<file path="config.mk">
export PLATFORM = sky130hd
export DESIGN_NAME = dm9000a_reg_seq_flat
export DESIGN_NICKNAME = d
export VERILOG_FILES = /design/src/rtl/dm9000a_reg_seq_pkg.sv /design/src/rtl/dm9000a_reg_seq_if.sv /design/src/rtl/dm9000a_reg_seq.sv /design/src/flat_wrapper.sv
export SDC_FILE = /design/constraint.sdc
export NUM_CORES = 1
export LEC_CHECK = 0
export BUFFER_PORTS_ARGS = -buffer_cell sky130_fd_sc_hd__buf_2
export CAP_MARGIN = 0
export CORE_ASPECT_RATIO = 1.5
export CORE_MARGIN = 4
export CORE_UTILIZATION = 40
export CTS_CLUSTER_DIAMETER = 150
export DETAILED_ROUTE_END_ITERATION = 8
export PLACE_DENSITY = 0.66
export SLEW_MARGIN = 10
export SYNTH_ARGS = -nofsm -noshare
export SYNTH_HDL_FRONTEND = slang
export SYNTH_SLANG_ARGS = --single-unit
</file>
<file path="constraint.sdc">
create_clock -name iCLK -period 5.9 [get_ports iCLK]
set_clock_uncertainty 0.15 [all_clocks]
set_input_delay 0.295 -clock iCLK [delete_from_list [all_inputs] [get_ports iCLK]]
set_output_delay 0.295 -clock iCLK [all_outputs]
set_load 0.05 [all_outputs]
</file>
<file path="src/rtl/dm9000a_reg_seq_pkg.sv">
// Shared definitions for the DM9000A register access sequencer:
// FSM state encoding and default strobe/recovery timing.
package dm9000a_pkg;

   typedef enum logic [2:0] {
      IDLE    = 3'd0,
      IDX_STB = 3'd1,
      IDX_GAP = 3'd2,
      DAT_STB = 3'd3,
      DAT_GAP = 3'd4,
      RSP     = 3'd5
   } state_t;

   localparam int CNT_W         = 4;
   localparam int PULSE_CYC_DEF = 2;
   localparam int GAP_CYC_DEF   = 1;

endpackage

</file>
<file path="src/rtl/dm9000a_reg_seq_if.sv">
// Request/response handshake plus DM9000A bus pins, grouped for the sequencer.
// The sequencer takes the slave side; the host and the chip model take the master side.
interface dm9000a_reg_seq_if;

   logic        req_valid;
   logic        req_ready;
   logic        req_write;
   logic        req_noidx;
   logic [7:0]  req_addr;
   logic [15:0] req_wdata;
   logic        rsp_valid;
   logic [15:0] rsp_rdata;
   logic        bus_cmd;
   logic        bus_cs_n;
   logic        bus_rd_n;
   logic        bus_wr_n;
   logic [15:0] bus_wdata;
   logic [15:0] bus_rdata;

   modport master (
      output req_valid, req_write, req_noidx, req_addr, req_wdata, bus_rdata,
      input  req_ready, rsp_valid, rsp_rdata,
      input  bus_cmd, bus_cs_n, bus_rd_n, bus_wr_n, bus_wdata
   );

   modport slave (
      input  req_valid, req_write, req_noidx, req_addr, req_wdata, bus_rdata,
      output req_ready, rsp_valid, rsp_rdata,
      output bus_cmd, bus_cs_n, bus_rd_n, bus_wr_n, bus_wdata
   );

endinterface

</file>
<file path="src/rtl/dm9000a_reg_seq.sv">
// DM9000A register access sequencer: optional index cycle then one data cycle,
// every strobe and recovery phase timed by a single down-counter.
module dm9000a_reg_seq
   import dm9000a_pkg::*;
#(
   parameter int PULSE_CYC = PULSE_CYC_DEF,
   parameter int GAP_CYC   = GAP_CYC_DEF
) (
   input  logic             iCLK,
   input  logic             iRST_N,
   dm9000a_reg_seq_if.slave io
);

   localparam logic [CNT_W-1:0] PULSE_LD = CNT_W'(PULSE_CYC);
   localparam logic [CNT_W-1:0] GAP_LD   = CNT_W'(GAP_CYC);

   state_t             state_q, state_d;
   logic [CNT_W-1:0]   cnt_q, cnt_d;
   logic               wr_q, wr_d;
   logic [7:0]         addr_q, addr_d;
   logic [15:0]        wdata_q, wdata_d;

   logic               ready_q, ready_d;
   logic               rsp_valid_q, rsp_valid_d;
   logic [15:0]        rdata_q, rdata_d;
   logic               cs_n_q, cs_n_d;
   logic               rd_n_q, rd_n_d;
   logic               wr_n_q, wr_n_d;
   logic               cmd_q, cmd_d;
   logic [15:0]        bwdata_q, bwdata_d;

   always_ff @(posedge iCLK or negedge iRST_N) begin
      if (!iRST_N) begin
         state_q     <= IDLE;
         cnt_q       <= '0;
         wr_q        <= 1'b0;
         addr_q      <= '0;
         wdata_q     <= '0;
         ready_q     <= 1'b1;
         rsp_valid_q <= 1'b0;
         rdata_q     <= '0;
         cs_n_q      <= 1'b1;
         rd_n_q      <= 1'b1;
         wr_n_q      <= 1'b1;
         cmd_q       <= 1'b0;
         bwdata_q    <= '0;
      end else begin
         state_q     <= state_d;
         cnt_q       <= cnt_d;
         wr_q        <= wr_d;
         addr_q      <= addr_d;
         wdata_q     <= wdata_d;
         ready_q     <= ready_d;
         rsp_valid_q <= rsp_valid_d;
         rdata_q     <= rdata_d;
         cs_n_q      <= cs_n_d;
         rd_n_q      <= rd_n_d;
         wr_n_q      <= wr_n_d;
         cmd_q       <= cmd_d;
         bwdata_q    <= bwdata_d;
      end
   end

   always_comb begin
      state_d  = state_q;
      cnt_d    = cnt_q;
      wr_d     = wr_q;
      addr_d   = addr_q;
      wdata_d  = wdata_q;
      rdata_d  = rdata_q;

      unique case (state_q)
         IDLE: begin
            cnt_d = '0;
            if (io.req_valid) begin
               wr_d    = io.req_write;
               addr_d  = io.req_addr;
               wdata_d = io.req_wdata;
               cnt_d   = PULSE_LD;
               state_d = io.req_noidx ? DAT_STB : IDX_STB;
            end
         end
         IDX_STB: begin
            if (cnt_q == CNT_W'(1)) begin
               state_d = IDX_GAP;
               cnt_d   = GAP_LD;
            end else begin
               cnt_d = cnt_q - CNT_W'(1);
            end
         end
         IDX_GAP: begin
            if (cnt_q == CNT_W'(1)) begin
               state_d = DAT_STB;
               cnt_d   = PULSE_LD;
            end else begin
               cnt_d = cnt_q - CNT_W'(1);
            end
         end
         DAT_STB: begin
            // Read data is sampled on the edge that closes the last strobe cycle.
            if (cnt_q == CNT_W'(1)) begin
               state_d = DAT_GAP;
               cnt_d   = GAP_LD;
               if (!wr_q) rdata_d = io.bus_rdata;
            end else begin
               cnt_d = cnt_q - CNT_W'(1);
            end
         end
         DAT_GAP: begin
            if (cnt_q == CNT_W'(1)) begin
               state_d = RSP;
               cnt_d   = '0;
            end else begin
               cnt_d = cnt_q - CNT_W'(1);
            end
         end
         RSP: begin
            state_d = IDLE;
            cnt_d   = '0;
         end
         default: begin
            state_d = IDLE;
            cnt_d   = '0;
         end
      endcase

      // Outputs are registered, so they are decoded from the state being entered.
      ready_d     = (state_d == IDLE);
      rsp_valid_d = (state_d == RSP);
      cs_n_d      = !((state_d == IDX_STB) || (state_d == DAT_STB));
      wr_n_d      = !((state_d == IDX_STB) || ((state_d == DAT_STB) && wr_d));
      rd_n_d      = !((state_d == DAT_STB) && !wr_d);
      cmd_d       = cmd_q;
      bwdata_d    = bwdata_q;
      if (state_d == IDX_STB) begin
         cmd_d    = 1'b0;
         bwdata_d = {8'h00, addr_d};
      end else if (state_d == DAT_STB) begin
         cmd_d = 1'b1;
         if (wr_d) bwdata_d = wdata_d;
      end
   end

   assign io.req_ready = ready_q;
   assign io.rsp_valid = rsp_valid_q;
   assign io.rsp_rdata = rdata_q;
   assign io.bus_cs_n  = cs_n_q;
   assign io.bus_rd_n  = rd_n_q;
   assign io.bus_wr_n  = wr_n_q;
   assign io.bus_cmd   = cmd_q;
   assign io.bus_wdata = bwdata_q;

endmodule
</file>
<file path="src/flat_wrapper.sv">
// flat-port wrapper written by rule: the top's interface ports become plain ports
module dm9000a_reg_seq_flat import dm9000a_pkg::*;
#(
   parameter int PULSE_CYC = PULSE_CYC_DEF,
   parameter int GAP_CYC   = GAP_CYC_DEF
)
  (iCLK, iRST_N, io_req_valid, io_req_write, io_req_noidx, io_req_addr, io_req_wdata, io_bus_rdata, io_req_ready, io_rsp_valid, io_rsp_rdata, io_bus_cmd, io_bus_cs_n, io_bus_rd_n, io_bus_wr_n, io_bus_wdata);
  dm9000a_reg_seq_if io_i ();
  input  logic iCLK;
  input  logic iRST_N;
  input wire logic [$bits(io_i.req_valid)-1:0] io_req_valid;
  input wire logic [$bits(io_i.req_write)-1:0] io_req_write;
  input wire logic [$bits(io_i.req_noidx)-1:0] io_req_noidx;
  input wire logic [$bits(io_i.req_addr)-1:0] io_req_addr;
  input wire logic [$bits(io_i.req_wdata)-1:0] io_req_wdata;
  input wire logic [$bits(io_i.bus_rdata)-1:0] io_bus_rdata;
  output wire logic [$bits(io_i.req_ready)-1:0] io_req_ready;
  output wire logic [$bits(io_i.rsp_valid)-1:0] io_rsp_valid;
  output wire logic [$bits(io_i.rsp_rdata)-1:0] io_rsp_rdata;
  output wire logic [$bits(io_i.bus_cmd)-1:0] io_bus_cmd;
  output wire logic [$bits(io_i.bus_cs_n)-1:0] io_bus_cs_n;
  output wire logic [$bits(io_i.bus_rd_n)-1:0] io_bus_rd_n;
  output wire logic [$bits(io_i.bus_wr_n)-1:0] io_bus_wr_n;
  output wire logic [$bits(io_i.bus_wdata)-1:0] io_bus_wdata;
  assign io_i.req_valid = io_req_valid;
  assign io_i.req_write = io_req_write;
  assign io_i.req_noidx = io_req_noidx;
  assign io_i.req_addr = io_req_addr;
  assign io_i.req_wdata = io_req_wdata;
  assign io_i.bus_rdata = io_bus_rdata;
  assign io_req_ready = io_i.req_ready;
  assign io_rsp_valid = io_i.rsp_valid;
  assign io_rsp_rdata = io_i.rsp_rdata;
  assign io_bus_cmd = io_i.bus_cmd;
  assign io_bus_cs_n = io_i.bus_cs_n;
  assign io_bus_rd_n = io_i.bus_rd_n;
  assign io_bus_wr_n = io_i.bus_wr_n;
  assign io_bus_wdata = io_i.bus_wdata;
  dm9000a_reg_seq #(.PULSE_CYC(PULSE_CYC), .GAP_CYC(GAP_CYC)) u_core (.iCLK(iCLK), .iRST_N(iRST_N), .io(io_i));
endmodule
</file>
==> results.py <==
metrics = {
    "logic_synthesis": {
        "synthMuxAreaShare": 0.189,
        "synth_xor_area_frac": 0.00874,
        "ys_ff_latch": 70,
        "synth_compound_area_frac": 0.0991,
        "syn_nets": 272,
        "yosysSeqAreaShare": 0.585,
        "syn_avg_cell_area_um2": 13.4,
        "syn-cell-area_mm2": 0.00301,
        "synthAdderAreaFrac": 0.00833,
        "synth_simple_gate_area_frac": 0.0708,
        "yosysUniqueCellTypes": 38,
        "netlist_instances": 225,
        "async_flop_share": 1.00,
        "synth_edf_count": 0,
        "synth_top_family_by_area": "multiplexers",
        "synth_flop_cell": "dfrtp_1",
        "yosysWarnings": 0,
    },
    "setup_path": {
        "critical_path.max_stage_delay_ns": 0.67,
        "worstPathMaxFanout": 34,
        "cp.arrival_ns": 2.90,
        "crit_chain": "nor4b_4 > buf_4 > mux2_4 > a31oi_4 > o21ai_0 > o31ai_2",
        "worstPathBufferInverterCount": 1,
        "required_ns": 6.00,
        "path_delay_family": "compound AO/OA/AOI/OAI gates",
        "worst_setup_path_start_kind": "flop",
        "endpoint_kind": "flop",
        "timing_worst_setup_path_type": "reg2reg",
        "worst_path_max_delay_cell": "a31oi_4",
    },
    "drt": {
        "via_count": 2033,
        "drt_first_iter_violations": 86,
        "wl_per_cell_um": 14.6,
        "antenna_left": 0,
        "wirelength_mm": 6.00,
        "drc_errors": 0,
        "drtPass1Iterations": 4,
        "via_per_inst": 4.95,
    },
    "die": {
        "dieArea_mm2": 0.00899,
        "io_pins": 83,
        "std_cell_rows": 38,
        "die_width_um": 78.8,
        "die_h_um": 114,
        "initial_core_util": 0.413,
        "coreArea_mm2": 0.00727,
    },
    "placed_design": {
        "portBuffers": 82,
        "dp_cells": 395,
        "gp_congestion": 0.732,
        "hpwlAfterDp_mm": 4.13,
    },
    "sta": {
        "setup_tns_ns": 0,
        "slew_headroom": 0.433,
        "rsz0062_at_grt": "false",
        "fmax_mhz": 357,
        "post-route-min-period_ns": 2.80,
        "tightest_slew_ns": 0.850,
        "setup_violations": 0,
        "hold_viol_final": 0,
        "slew_viol_final": 0,
        "finalCritPeriodShare": 0.475,
    },
    "final_layout": {
        "final_cells": 411,
        "drive_above_1_share": 0.498,
        "nets": 353,
        "layout_common_cells": "buf_2 (82), dfrtp_1 (66), mux2_2 (42), o21ai_0 (19), o31ai_1 (15)",
        "diodes": 0,
        "final_common_cell": "buf_2",
        "area_delta_synth_final_pct": 21.7,
    },
    "global_routing": {
        "grt_pass1_vias": 2112,
        "antenna_found_initial": 0,
        "grt_use_total": 0.143,
        "grt_max_degree": 71,
        "grt_overflow": 0,
        "grt_pass1_wl_mm": 10.1,
    },
    "run_status": {
        "status": "finished clean",
    },
    "hold_path": {
        "hold_class": "in2async",
    },
    "clock_tree": {
        "cts_resized": 0,
        "cts_buffer_depth": 2,
        "cts_tree": "built",
        "clkTransAtPathRegs_ns": 0.07,
        "htreeDepth": 3,
        "clock_latency_ns": 0.34,
        "root_buffer": "clkbuf_8",
        "cts_setup_buffers": 0,
        "hold_buffers": 0,
        "cts.sinks": 70,
        "cts_buffers": 9,
    },
    "job": {
        "cap_violations": 0,
    },
}
-- through the flow --
| step | worst slack, ns | utilization | area [µm²] | hold slack [ns] |
|---|---|---|---|---|
| 2_1_floorplan | 3.74 | - | 3010 | -0.151 |
| 3_3_place_gp | 3.18 | 0.475 | 3450 | 0.330 |
| 3_5_place_dp | 3.10 | 0.475 | 3450 | 0.335 |
| 4_1_cts | 3.05 | 0.502 | 3650 | 0.0158 |
| 5_1_grt | 2.85 | 0.503 | 3660 | 0.00832 |
| 6_report | 3.10 | 0.503 | 3660 | 0.00101 |
-- Yosys cell counts (all sizes together) (2+ instances only) --
master	number	area, µm²
a21oi	2	10.0
buf	8	80.1
clkbuf	6	23.8
dfrtp	66	1650
dfstp	4	105
ha	2	25.0
inv	4	15.0
mux2	43	488
mux2i	8	80.1
nand2	15	63.8
nor2	10	40.0
nor3	2	10.0
nor3b	2	15.0
o21ai	20	104
o31ai	16	125
or3b	2	20.0
xnor2	3	26.3
-- worst reg2reg max path: cells and delay by family (launching register included) --
kind                   cells  cell delay [ns]
AO/OA/AOI/OAI              3             0.99
buffers and inverters      1             0.36
flip-flops                 1             0.53
multiplexers               1             0.37
AND/OR/NAND/NOR            1             0.31
-- state kept, by name, indices dropped and copies added, names as in the netlist --
name / cells
u_core.state_q: 3
u_core.cnt_q: 4
u_core.wdata_q: 16
u_core.io.req_ready: 1
u_core.addr_q: 8
u_core.io.bus_wdata: 16
u_core.io.rsp_valid: 1
u_core.wr_q: 1
u_core.io.rsp_rdata: 16
u_core.io.bus_wr_n: 1
u_core.io.bus_rd_n: 1
u_core.io.bus_cs_n: 1
u_core.io.bus_cmd: 1
-- routing by layer --
metal  global-route usage  part of all wire
met5                    0                 0
met4               0.0490             0.013
met3               0.0504             0.077
met2                0.221              0.47
met1                0.187              0.44
-- cell type report --
class	count	area [µm²]
Inverter	4	15.0
Clock inverter	6	61.3
Timing Repair Buffer	84	425
Clock buffer	10	138
Multi-Input combinational cell	137	1140
Fill cell	674	3620
Sequential cell	70	1760
Tap cell	100	125
-- kinds of logic after synthesis --
group	count (synthesis)
xor+xnor	3
compound gates	44
simple gates	37
buf+inv	18
mux	51
flops	70
fa+ha+maj	2
-- final timing paths --
path,slack (ns),to,from,depth (start not counted)
worst min-delay path,0.001,u_core.cnt_q[2],iRST_N,2
worst min register to register,0.35,u_core.addr_q[6],u_core.addr_q[6],1
max in group asynchronous,5.05,u_core.addr_q[6],iRST_N,2
worst max register to register,3.10,u_core.io.bus_wdata[2],u_core.state_q[2],6
min in group iCLK,0.03,u_core.io.rsp_rdata[3],io_bus_rdata[3],2
worst max-delay path,3.10,u_core.io.bus_wdata[2],u_core.state_q[2],6
Power is not shown: default switching activity piles up to over one toggle a cycle in this logic, so the estimate is an artifact.
